File: src/rtl/cpx_mult_arbiter.sv
// Round-robin arbiter sharing one complex-multiplier pipeline between two requesters.
// Keeps the multiplier clocked with zero bubbles while tags are in flight and routes products back by tag.
//
// state   | meaning
// --------+---------------------------------------------------------------
// IDLE    | no requester granted; waits for enable and a valid request
// GRANT0  | requester 0 owns the multiplier; issues while req0_valid=1
// GRANT1  | requester 1 owns the multiplier; issues while req1_valid=1
module cpx_mult_arbiter #(
    parameter int DATA_BITS    = 12,
    parameter int PROD_BITS    = 24,
    parameter int MULT_LATENCY = 5,
    parameter int BURST_LEN    = 4
) (
    input  logic                 clk,
    input  logic                 rst_n,
    input  logic                 enable,
    input  logic                 req0_valid,
    output logic                 req0_ready,
    input  logic [DATA_BITS-1:0] req0_xi,
    input  logic [DATA_BITS-1:0] req0_xq,
    input  logic [DATA_BITS-1:0] req0_yi,
    input  logic [DATA_BITS-1:0] req0_yq,
    input  logic                 req1_valid,
    output logic                 req1_ready,
    input  logic [DATA_BITS-1:0] req1_xi,
    input  logic [DATA_BITS-1:0] req1_xq,
    input  logic [DATA_BITS-1:0] req1_yi,
    input  logic [DATA_BITS-1:0] req1_yq,
    output logic                 mult_x_tvalid,
    output logic                 mult_y_tvalid,
    output logic [DATA_BITS-1:0] mult_xi,
    output logic [DATA_BITS-1:0] mult_xq,
    output logic [DATA_BITS-1:0] mult_yi,
    output logic [DATA_BITS-1:0] mult_yq,
    input  logic [PROD_BITS-1:0] mult_i,
    input  logic [PROD_BITS-1:0] mult_q,
    output logic                 res0_valid,
    output logic [PROD_BITS-1:0] res0_i,
    output logic [PROD_BITS-1:0] res0_q,
    output logic                 res1_valid,
    output logic [PROD_BITS-1:0] res1_i,
    output logic [PROD_BITS-1:0] res1_q,
    output logic                 busy
);

    localparam logic [1:0] S_IDLE   = 2'd0;
    localparam logic [1:0] S_GRANT0 = 2'd1;
    localparam logic [1:0] S_GRANT1 = 2'd2;

    localparam int               CNT_W    = $clog2(BURST_LEN + 1);
    localparam logic [CNT_W-1:0] CNT_MAX  = CNT_W'(BURST_LEN);
    localparam logic [CNT_W-1:0] CNT_LAST = CNT_W'(BURST_LEN - 1);

    logic [1:0]              state, state_nxt;
    logic [CNT_W-1:0]        burst_cnt, burst_cnt_nxt;
    logic                    rr_ptr, rr_ptr_nxt;
    logic [MULT_LATENCY-1:0] tag_vld, tag_id;
    logic [DATA_BITS-1:0]    hold_xi, hold_xq, hold_yi, hold_yq;

    logic granted, grant_id, own_valid, other_valid, at_limit, issue, tvalid;

    assign granted     = (state == S_GRANT0) || (state == S_GRANT1);
    assign grant_id    = (state == S_GRANT1);
    assign own_valid   = grant_id ? req1_valid : req0_valid;
    assign other_valid = grant_id ? req0_valid : req1_valid;
    assign at_limit    = (burst_cnt == CNT_MAX);

    // A full burst with the other side waiting blocks the holder so the switch wins.
    assign issue = granted && enable && own_valid && !(at_limit && other_valid);

    assign req0_ready    = issue && !grant_id;
    assign req1_ready    = issue && grant_id;
    assign busy          = |tag_vld;
    assign tvalid        = issue || busy;
    assign mult_x_tvalid = tvalid;
    assign mult_y_tvalid = tvalid;

    always_comb begin
        mult_xi = hold_xi;
        mult_xq = hold_xq;
        mult_yi = hold_yi;
        mult_yq = hold_yq;
        if (issue) begin
            mult_xi = grant_id ? req1_xi : req0_xi;
            mult_xq = grant_id ? req1_xq : req0_xq;
            mult_yi = grant_id ? req1_yi : req0_yi;
            mult_yq = grant_id ? req1_yq : req0_yq;
        end else if (busy) begin
            mult_xi = '0;
            mult_xq = '0;
            mult_yi = '0;
            mult_yq = '0;
        end
    end

    always_comb begin
        state_nxt     = state;
        burst_cnt_nxt = burst_cnt;
        rr_ptr_nxt    = rr_ptr;
        case (state)
            S_IDLE: begin
                if (enable && (req0_valid || req1_valid)) begin
                    burst_cnt_nxt = '0;
                    if (req0_valid && req1_valid)
                        state_nxt = rr_ptr ? S_GRANT1 : S_GRANT0;
                    else
                        state_nxt = req1_valid ? S_GRANT1 : S_GRANT0;
                end
            end
            S_GRANT0, S_GRANT1: begin
                if (!enable) begin
                    state_nxt     = S_IDLE;
                    burst_cnt_nxt = '0;
                end else if (!own_valid) begin
                    burst_cnt_nxt = '0;
                    if (other_valid)
                        state_nxt = grant_id ? S_GRANT0 : S_GRANT1;
                    else
                        state_nxt = S_IDLE;
                end else if (other_valid && (at_limit || (issue && burst_cnt == CNT_LAST))) begin
                    // Switch on the edge that completes the burst so no grant slot is lost.
                    state_nxt     = grant_id ? S_GRANT0 : S_GRANT1;
                    burst_cnt_nxt = '0;
                    rr_ptr_nxt    = !grant_id;
                end else if (issue && !at_limit) begin
                    burst_cnt_nxt = burst_cnt + 1'b1;
                end
            end
            default: begin
                state_nxt     = S_IDLE;
                burst_cnt_nxt = '0;
            end
        endcase
    end

    always_ff @(posedge clk or negedge rst_n) begin
        if (!rst_n) begin
            state     <= S_IDLE;
            burst_cnt <= '0;
            rr_ptr    <= 1'b0;
        end else begin
            state     <= state_nxt;
            burst_cnt <= burst_cnt_nxt;
            rr_ptr    <= rr_ptr_nxt;
        end
    end

    always_ff @(posedge clk or negedge rst_n) begin
        if (!rst_n) begin
            tag_vld <= '0;
            tag_id  <= '0;
            hold_xi <= '0;
            hold_xq <= '0;
            hold_yi <= '0;
            hold_yq <= '0;
        end else if (tvalid) begin
            tag_vld[0] <= issue;
            tag_id[0]  <= issue ? grant_id : 1'b0;
            for (int s = 1; s < MULT_LATENCY; s++) begin
                tag_vld[s] <= tag_vld[s-1];
                tag_id[s]  <= tag_id[s-1];
            end
            hold_xi <= mult_xi;
            hold_xq <= mult_xq;
            hold_yi <= mult_yi;
            hold_yq <= mult_yq;
        end
    end

    logic out_fire;
    assign out_fire = tvalid && tag_vld[MULT_LATENCY-1];

    always_ff @(posedge clk or negedge rst_n) begin
        if (!rst_n) begin
            res0_valid <= 1'b0;
            res1_valid <= 1'b0;
            res0_i     <= '0;
            res0_q     <= '0;
            res1_i     <= '0;
            res1_q     <= '0;
        end else begin
            res0_valid <= out_fire && !tag_id[MULT_LATENCY-1];
            res1_valid <= out_fire && tag_id[MULT_LATENCY-1];
            if (out_fire && !tag_id[MULT_LATENCY-1]) begin
                res0_i <= mult_i;
                res0_q <= mult_q;
            end
            if (out_fire && tag_id[MULT_LATENCY-1]) begin
                res1_i <= mult_i;
                res1_q <= mult_q;
            end
        end
    end

endmodule

File: config.mk
export PLATFORM = sky130hd
export DESIGN_NAME = cpx_mult_arbiter
export DESIGN_NICKNAME = d
export VERILOG_FILES = /design/src/rtl/cpx_mult_arbiter.sv
export SDC_FILE = /design/constraint.sdc
export NUM_CORES = 1
export LEC_CHECK = 0
export ABC_AREA = 1
export ABC_CLOCK_PERIOD_IN_PS = 2500
export CORE_MARGIN = 4
export CORE_UTILIZATION = 43
export CTS_BUF_LIST = sky130_fd_sc_hd__clkbuf_8 sky130_fd_sc_hd__clkbuf_16
export DETAILED_ROUTE_END_ITERATION = 6
export HOLD_SLACK_MARGIN = 0.02
export PLACE_DENSITY = 0.81
export SYNTH_ARGS = -nofsm -noshare
export SYNTH_HDL_FRONTEND = slang
export SYNTH_SLANG_ARGS = --single-unit
File: constraint.sdc
create_clock -name clk -period 2.5 [get_ports clk]
set_input_delay 0.375 -clock clk [delete_from_list [all_inputs] [get_ports clk]]
set_output_delay 0.375 -clock clk [all_outputs]
set_load 0.005 [all_outputs]
# Yosys cells after proc, flatten, opt, wreduce, memory -nomap -nowiden
# Index checks and enable logic that the tools add are counted.
# word_totals
in_bits	149
register_bits	162
# classes
n_reduce_logical	28
eq_ne	7
add_sub_neg	1
muxes	31
# op_table
op	n
2-to-1 mux 12 bit	12
2-to-1 mux 2 bit	9
2-to-1 mux 3 bit	5
logical AND 1 bit	14
case mux 3 bit (2 select lines)	1
inequality test 5 bit, second input constant	1
OR reduction 5 bit	1
logical NOT 1 bit	4
logical OR 1 bit	4
inequality test 4 bit, second input constant	1
case mux 2 bit (2 select lines)	1
AND reduction 2 bit	2
AND reduction 4 bit	1
adder 3 x 1 -> 3 bit, second input constant	1
== test 3 x 2 -> 1 bit, second input constant	1
== test 3 bit, second input constant	1
2-to-1 mux 1 bit	3
== test 2 x 1 -> 1 bit, second input constant	1
== test 2 bit, second input constant	1
logical NOT 2 bit	1
inequality test 2 bit, second input constant	1
OR reduction 2 bit	1

# Depth between registers and ports, before layout
# Gate-level depths: netlist of run 1.
# logic_depth
depth_word	12
depth_mapped	12
ltp_nobuf	10

# Worst setup path after synthesis of run 1
# No wires, ideal clock.
# synth_path
path_type	register to output
from	register state[0]
to	output mult_xi[10]
arrival_time_ps	1629
path_stages_with_launch	12
setup_slack_ps	496
path_buffers	2
path_cell_list	dfrtp_1 > inv_1 > ha_1 > inv_2 > nand2_1 > nand2_2 > nor2_4 > nand2_2 > buf_2 > buf_2 > nand3_1 > nand2_1
# synth_via
elab_chain_len	6
word_cells_on_any_way	12
cone_classes	eq/ne: 2; mux: 4; reduce/logical: 6
# synth_lines
item	line_no	rtl
start: declaration	55	logic [1:0] state, state_nxt;
start signal: assignment	143	state <= state_nxt;
== test 2 bit or == test 2 x 1 -> 1 bit (tied branches)	63, 64	
2-to-1 mux 1 bit or logical OR 1 bit (tied branches)	66, 63	
logical AND 1 bit	70	assign issue = granted && enable && own_valid && !(at_limit && other_valid);
logical NOT 1 bit or logical AND 1 bit (tied branches)	70	
logical AND 1 bit	70	
2-to-1 mux 12 bit (*)	84	if (issue) begin
end: declaration	32	output logic [DATA_BITS-1:0] mult_xi,
# Every way passes the cells marked *; elsewhere a longest branch is shown, timed or not.

# Final worst setup path of run 1
# layout_path
from	register state[0]
to	output mult_xi[1]
# Same word-level chain as after synthesis.

==> impl_metrics.tcl, run 1 <==
set metrics [dict create \
    dp_hpwl_um 15500 \
    yosysMostFrequentCell "nand2_1" \
    grt-ovfl-total 0 \
    period_share_pct 109.5 \
    critPathSlowestCell "dfrtp_1" \
    antenna_found_initial 0 \
    rsz0062_at_grt "yes" \
    synth_seq_area_share_pct 56.96 \
    clk_path_buf_depth 2 \
    final_area_um2 12800 \
    root_buffer "clkbuf_16" \
    nNetsFinal 1384 \
    drt_wl_total_um 30250 \
    status "finished, violations left" \
    cts_tree "yes" \
    drv_slew 0 \
    clk_latency_ns 0.43 \
    portBuffers 299 \
    drc 0 \
    final-hold-violation-count 0 \
    worstHoldPathType "flop to flop" \
    pre_cts_ws_ns -0.2548 \
    dpl_cell_area_um2 10540 \
    syn_avg_cell_area_um2 8.930 \
    ir_drop_uv 679.1 \
    p_leak_nw 6.508 \
    cp.required_ns 2.12 \
    grt.total_usage_pct 27.18 \
    die_w_um 136.7 \
    vias_per_cell 5.469 \
    violations "negative setup slack" \
    syn_area_um2 7117 \
    worst_slew_pin_slew_ns 0.5701 \
    skew_ns 0.01429 \
    die_area_um2 18670 \
    drt_iter0_markers 667 \
    max_freq_ghz 0.3653 \
    setup_viol_count_final 54 \
    crit_fanout 6 \
    gp_congestion 0.8138 \
    p_per_area_nw_per_um2 1126 \
    worstPathArrival_ns 2.36 \
    worstSetupStartpointType "flop" \
    grt_max_degree 67 \
    wl_per_cell_um 20.76 \
    period_needed_ns 2.737 \
    synth_area_leaders "dfrtp_1 57%, nand2_1 12%, o21ai_0 7.2%" \
    cts-htree-levels 4 \
    reg2regPathDepth 19 \
    yosys_warnings 0 \
    worstHoldPathCells 0 \
    relSlewSlack_pct 61.99 \
    io_pins 300 \
    grt_pass1_wl_um 39100 \
    layout-drive-gt1-share_pct 31.51 \
    worstSetupPathType "flop to output pin" \
    clk_pin_slew_ns 0.07 \
    path_cells "inv_4, ha_4, inv_2, nand2_2, nand2_2, nor2_4, nand2_4, inv_8, buf_6, buf_6, o211ai_1, nand2_1, buf_2" \
    synth_top_cells_by_count "231 x nand2_1, 162 x dfrtp_1, 102 x o21ai_0" \
    coreArea_um2 16060 \
    synthArstFlopShare_pct 100.0 \
    grt_pass1_vias 7489 \
    vias 7968 \
    initial_core_util_pct 44.32 \
    chipHeight_um 136.7 \
    cts_inserted_buffers 17 \
    drt-pass1-iter-count 5 \
    syn_inst 797 \
    netlist-cell-type-count 22 \
    fin_ws_ns -0.2371 \
    numClockSinks 162 \
    synth_top_area_share_pct 56.96 \
    worstSetupEndpointType "output pin" \
    maxCapViolCount 0 \
    synthToLayoutAreaGrowth_pct 79.92 \
    drtAntennaViolNets 0 \
    synth_top_area_cell "dfrtp_1" \
    synth-seq-cells 162 \
    max_stage_delay_ns 0.41 \
    synthesis.nets 953 \
    synth-edff-count 0 \
    antenna_cells 0 \
    rows 46 \
    synth_flop_cell "dfrtp_1" \
]
## cell families (layout without fill, tap and decap cells)
logic type | Yosys count | after routing | synth area share (%)
buffers and inverters | 122 | 566 | 6.909
adder cells (fa/ha/maj) | 7 | 7 | 1.231
AND/OR/NAND/NOR | 355 | 355 | 21.89
flip-flops | 162 | 162 | 56.96
AO/OA/AOI/OAI | 151 | 151 | 13.01
## power by group
group	leakage [nW]	internal (mW)	switching (mW)
Clock	0.278	1.32	1.24
Combinational	4.29	3.91	3.60
Sequential	1.94	3.68	0.662
Total	6.51	8.92	5.50
## sequential cells by signal, summed over array words and instances (netlist names), 12 cells and up
signal	flops
res1_i	24
res1_q	24
hold_xq	12
hold_xi	12
hold_yq	12
res0_q	24
res0_i	24
hold_yi	12
## final cells by class
| class | count | area (um^2) |
|---|---|---|
| clock buffer | 17 | 425.4 |
| clock inverter | 15 | 146.4 |
| fill | 888 | 3253 |
| inverter | 71 | 276.5 |
| multi-input combinational | 513 | 3098 |
| sequential | 162 | 4055 |
| tap | 216 | 270.3 |
| timing repair buffer | 463 | 4533 |
## what timing repair did
item	CTS	global route
gates cloned	5	2
pin swaps	47	57
gates resized for setup	333	101
setup buffers	103	39
endpoints found under the setup margin	52	61
hold buffers	1	0
endpoints found under the hold margin	53	0
## routing by layer
metal / track usage (%) / share of wire [%] / up-vias
li1: - / - / 3446
met1: 30.22 / 35 / 3736
met2: 45.76 / 47 / 615
met3: 8.897 / 11 / 171
met4: 15.45 / 6.8 / 0
met5: 0 / 0 / -
## placed cells by master (no fill, tap or decap), types with 2 or more instances in the layout
cell type and count:
nand2_1 200, ha_1 4, o211ai_2 9, nand3_1 17
clkinvlp_4 2, buf_2 35, ha_4 3, clkinv_4 2
buf_16 2, nand3_2 19, clkbuf_16 18, nor2_4 2
buf_8 6, clkinv_8 2, nand2_2 28, inv_8 4
inv_2 3, buf_6 73, dfrtp_1 161, buf_4 87
nand2_4 5, buf_12 12, o21ai_0 102, nand3_4 22
inv_1 67, or2_2 48, clkdlybuf4s50_1 246, inv_6 5
nor2_1 12, o211ai_1 38
## critical path, delay by kind of cell, from the launching register on
family,cells,cell delay [ns]
DFF,1,0.41
adders and majority gates,1,0.18
and+or+nand+nor,5,0.53
buffers and inverters,6,0.63
AOI/OAI and AO/OA,1,0.17
## worst paths after layout
kind                       slack [ns]                endpoint                    from
max                             -0.24              mult_xi[1]    state[0]$_DFFE_PN0P_
min                              0.39  tag_vld[2]$_DFFE_PN0P_  tag_vld[1]$_DFFE_PN0P_
max reg2reg                     -0.05  hold_xi[0]$_DFFE_PN0P_    state[0]$_DFFE_PN0P_
min reg2reg                      0.39  tag_vld[2]$_DFFE_PN0P_  tag_vld[1]$_DFFE_PN0P_
max in group asynchronous        1.32   res0_q[0]$_DFFE_PN0P_                   rst_n
min in group asynchronous        0.48   res1_i[3]$_DFFE_PN0P_                   rst_n
## stage by stage
step / hold WS, ns / instances / power (mW) / utilization [%] / TNS [ns]
CTS: 0.3783 / 1437 / 12.89 / 76.39 / -5.231
global placement: 0.3569 / 1298 / 9.474 / 65.61 / -6.941
floorplan: 0.07941 / 797 / 6.321 / - / 0
finish: 0.3898 / 1457 / 14.42 / 79.74 / -8.811
global route: 0.4010 / 1457 / 15.14 / 79.74 / -13.54
detailed placement: 0.3670 / 1298 / 9.606 / 65.61 / -10.04
Power figures use the tool's default switching activity.
==> run 2: changes to the inputs <==
--- a/config.mk
+++ b/config.mk
@@ -12,7 +12,9 @@
 export CTS_BUF_LIST = sky130_fd_sc_hd__clkbuf_8 sky130_fd_sc_hd__clkbuf_16
 export DETAILED_ROUTE_END_ITERATION = 6
 export HOLD_SLACK_MARGIN = 0.02
+export MAX_ROUTING_LAYER = met4
 export PLACE_DENSITY = 0.81
+export SLEW_MARGIN = 0
 export SYNTH_ARGS = -nofsm -noshare
 export SYNTH_HDL_FRONTEND = slang
 export SYNTH_SLANG_ARGS = --single-unit
==> impl_metrics.tcl, run 2 (synthesis gave the netlist of run 1 again) <==
set metrics [dict create \
    worstPathArrival_ns 2.40 \
    coreArea_um2 16060 \
    cts_inserted_buffers 17 \
    dp_hpwl_um 15500 \
    violations "negative setup slack" \
    drt_iter0_markers 598 \
    crit_fanout 6 \
    p_per_area_nw_per_um2 1125 \
    final-hold-violation-count 0 \
    drv_slew 0 \
    period_needed_ns 2.776 \
    antenna_found_initial 0 \
    portBuffers 299 \
    layout-drive-gt1-share_pct 31.53 \
    max_freq_ghz 0.3602 \
    grt-ovfl-total 0 \
    layout_common_cells "246 x clkdlybuf4s50_1, 200 x nand2_1, 161 x dfrtp_1" \
    grt.total_usage_pct 28.00 \
    instances_no_fill 1456 \
    worst_slew_pin_slew_ns 0.5703 \
    worstSetupStartpointType "flop" \
    clk_pin_slew_ns 0.07 \
    path_cells "inv_4, ha_4, inv_2, nand2_2, nand2_2, nor2_4, nand2_4, inv_8, buf_6, buf_6, o211ai_1, nand2_1, buf_2" \
    maxCapViolCount 0 \
    initial_core_util_pct 44.32 \
    vias 7884 \
    setup_viol_count_final 54 \
    grt_pass1_wl_um 39020 \
    gp_congestion 0.8259 \
    critPathTopFamily "buffers and inverters" \
    rows 46 \
    p_total_mw 14.39 \
    nNetsFinal 1383 \
    layout_commonest_cell "clkdlybuf4s50_1" \
    die_area_um2 18670 \
    ir_drop_uv 697.4 \
    clk_path_buf_depth 2 \
    place_inst 1298 \
    grt_max_degree 67 \
    worstSetupEndpointType "output pin" \
    relSlewSlack_pct 61.98 \
    critPathSlowestCell "dfrtp_1" \
    p_leak_nw 6.505 \
    vias_per_cell 5.415 \
    root_buffer "clkbuf_16" \
    clk_latency_ns 0.43 \
    max_stage_delay_ns 0.41 \
    numClockSinks 162 \
    antenna_cells 0 \
    chipHeight_um 136.7 \
    drt_wl_total_um 30240 \
    die_w_um 136.7 \
    rsz0062_at_grt "yes" \
    drtAntennaViolNets 0 \
    period_share_pct 111.0 \
    wl_per_cell_um 20.77 \
    grt_pass1_vias 7500 \
    cts-htree-levels 4 \
    cts_tree "yes" \
    fin_ws_ns -0.2761 \
    worstSetupPathType "flop to output pin" \
    skew_ns 0.01674 \
    cp.required_ns 2.12 \
    synthToLayoutAreaGrowth_pct 79.75 \
    critPathBufInv 6 \
    drt-pass1-iter-count 7 \
    worstHoldPathType "flop to flop" \
    drc 0 \
    io_pins 300 \
    status "finished, violations left" \
]
run 2: power breakdown:
group	switching, mW	leakage, nW	internal [mW]	total [mW]
Combinational	3.60	4.29	3.90	7.50
Sequential	0.644	1.94	3.68	4.33
Clock	1.24	0.278	1.32	2.56
run 2: per-stage QoR:
step	worst slack, ns	util (%)	cell area, um^2	TNS [ns]	hold WS, ns
final	-0.2761	79.66	12790	-9.344	0.3906
after global routing	-0.3509	79.66	12790	-13.69	0.3989
after floorplan	0.4956	-	7117	0	0.07941
after CTS	-0.1784	76.39	12270	-5.231	0.3783
after detailed placement	-0.2548	65.61	10540	-10.04	0.3670
after global placement	-0.1594	65.61	10540	-6.941	0.3569
run 2: repair_timing:
item	4_1_cts	5_1_grt
endpoints found under the setup margin	52	61
endpoints found under the hold margin	53	0
gates resized for setup	333	97
gates cloned	5	2
buffers inserted	103	36
pin swaps	47	57
hold buffers	1	0
run 2: final timing paths:
path                                             start                     end  slack (ns)  depth (start not counted)
worst max-delay path              state[0]$_DFFE_PN0P_              mult_xi[1]       -0.28                         13
worst min-delay path            tag_vld[1]$_DFFE_PN0P_  tag_vld[2]$_DFFE_PN0P_        0.39                          0
worst max register to register    state[0]$_DFFE_PN0P_  hold_xi[3]$_DFFE_PN0P_       -0.15                         20
worst min register to register  tag_vld[1]$_DFFE_PN0P_  tag_vld[2]$_DFFE_PN0P_        0.39                          0
max in group asynchronous                        rst_n   res0_q[0]$_DFFE_PN0P_        1.32                          3
min in group asynchronous                        rst_n   res0_i[8]$_DFFE_PN0P_        0.48                          2
run 2: worst register-to-register path, cell delays in order (launching register included):
cell,delay [ns]
dfrtp_1,0.41
inv_4,0.11
ha_4,0.18
inv_2,0.06
nand2_2,0.09
nand2_2,0.08
nor2_4,0.14
nand2_4,0.11
inv_8,0.10
buf_6,0.11
buf_4,0.11
o211ai_1,0.14
buf_4,0.19
buf_6,0.11
buf_6,0.10
buf_6,0.10
buf_6,0.10
buf_6,0.10
buf_6,0.10
buf_6,0.11
nand2_2,0.04
run 2: area by class of cell:
| class | instances | area, um^2 |
|---|---|---|
| Timing Repair Buffer | 462 | 4531 |
| Sequential cell | 162 | 4055 |
| Fill cell | 889 | 3266 |
| Multi-Input combinational cell | 513 | 3088 |
| Clock buffer | 17 | 425.4 |
| Inverter | 71 | 276.5 |
| Tap cell | 216 | 270.3 |
| Clock inverter | 15 | 146.4 |
run 2: per-layer routing:
| layer | wire [um] | global-route usage (%) | vias to the layer above |
|---|---|---|---|
| met5 | 0 | - | - |
| met4 | 1970 | 15.45 | 0 |
| met3 | 3303 | 7.647 | 162 |
| met2 | 14310 | 45.73 | 544 |
| met1 | 10660 | 31.13 | 3738 |
| li1 | - | - | 3440 |
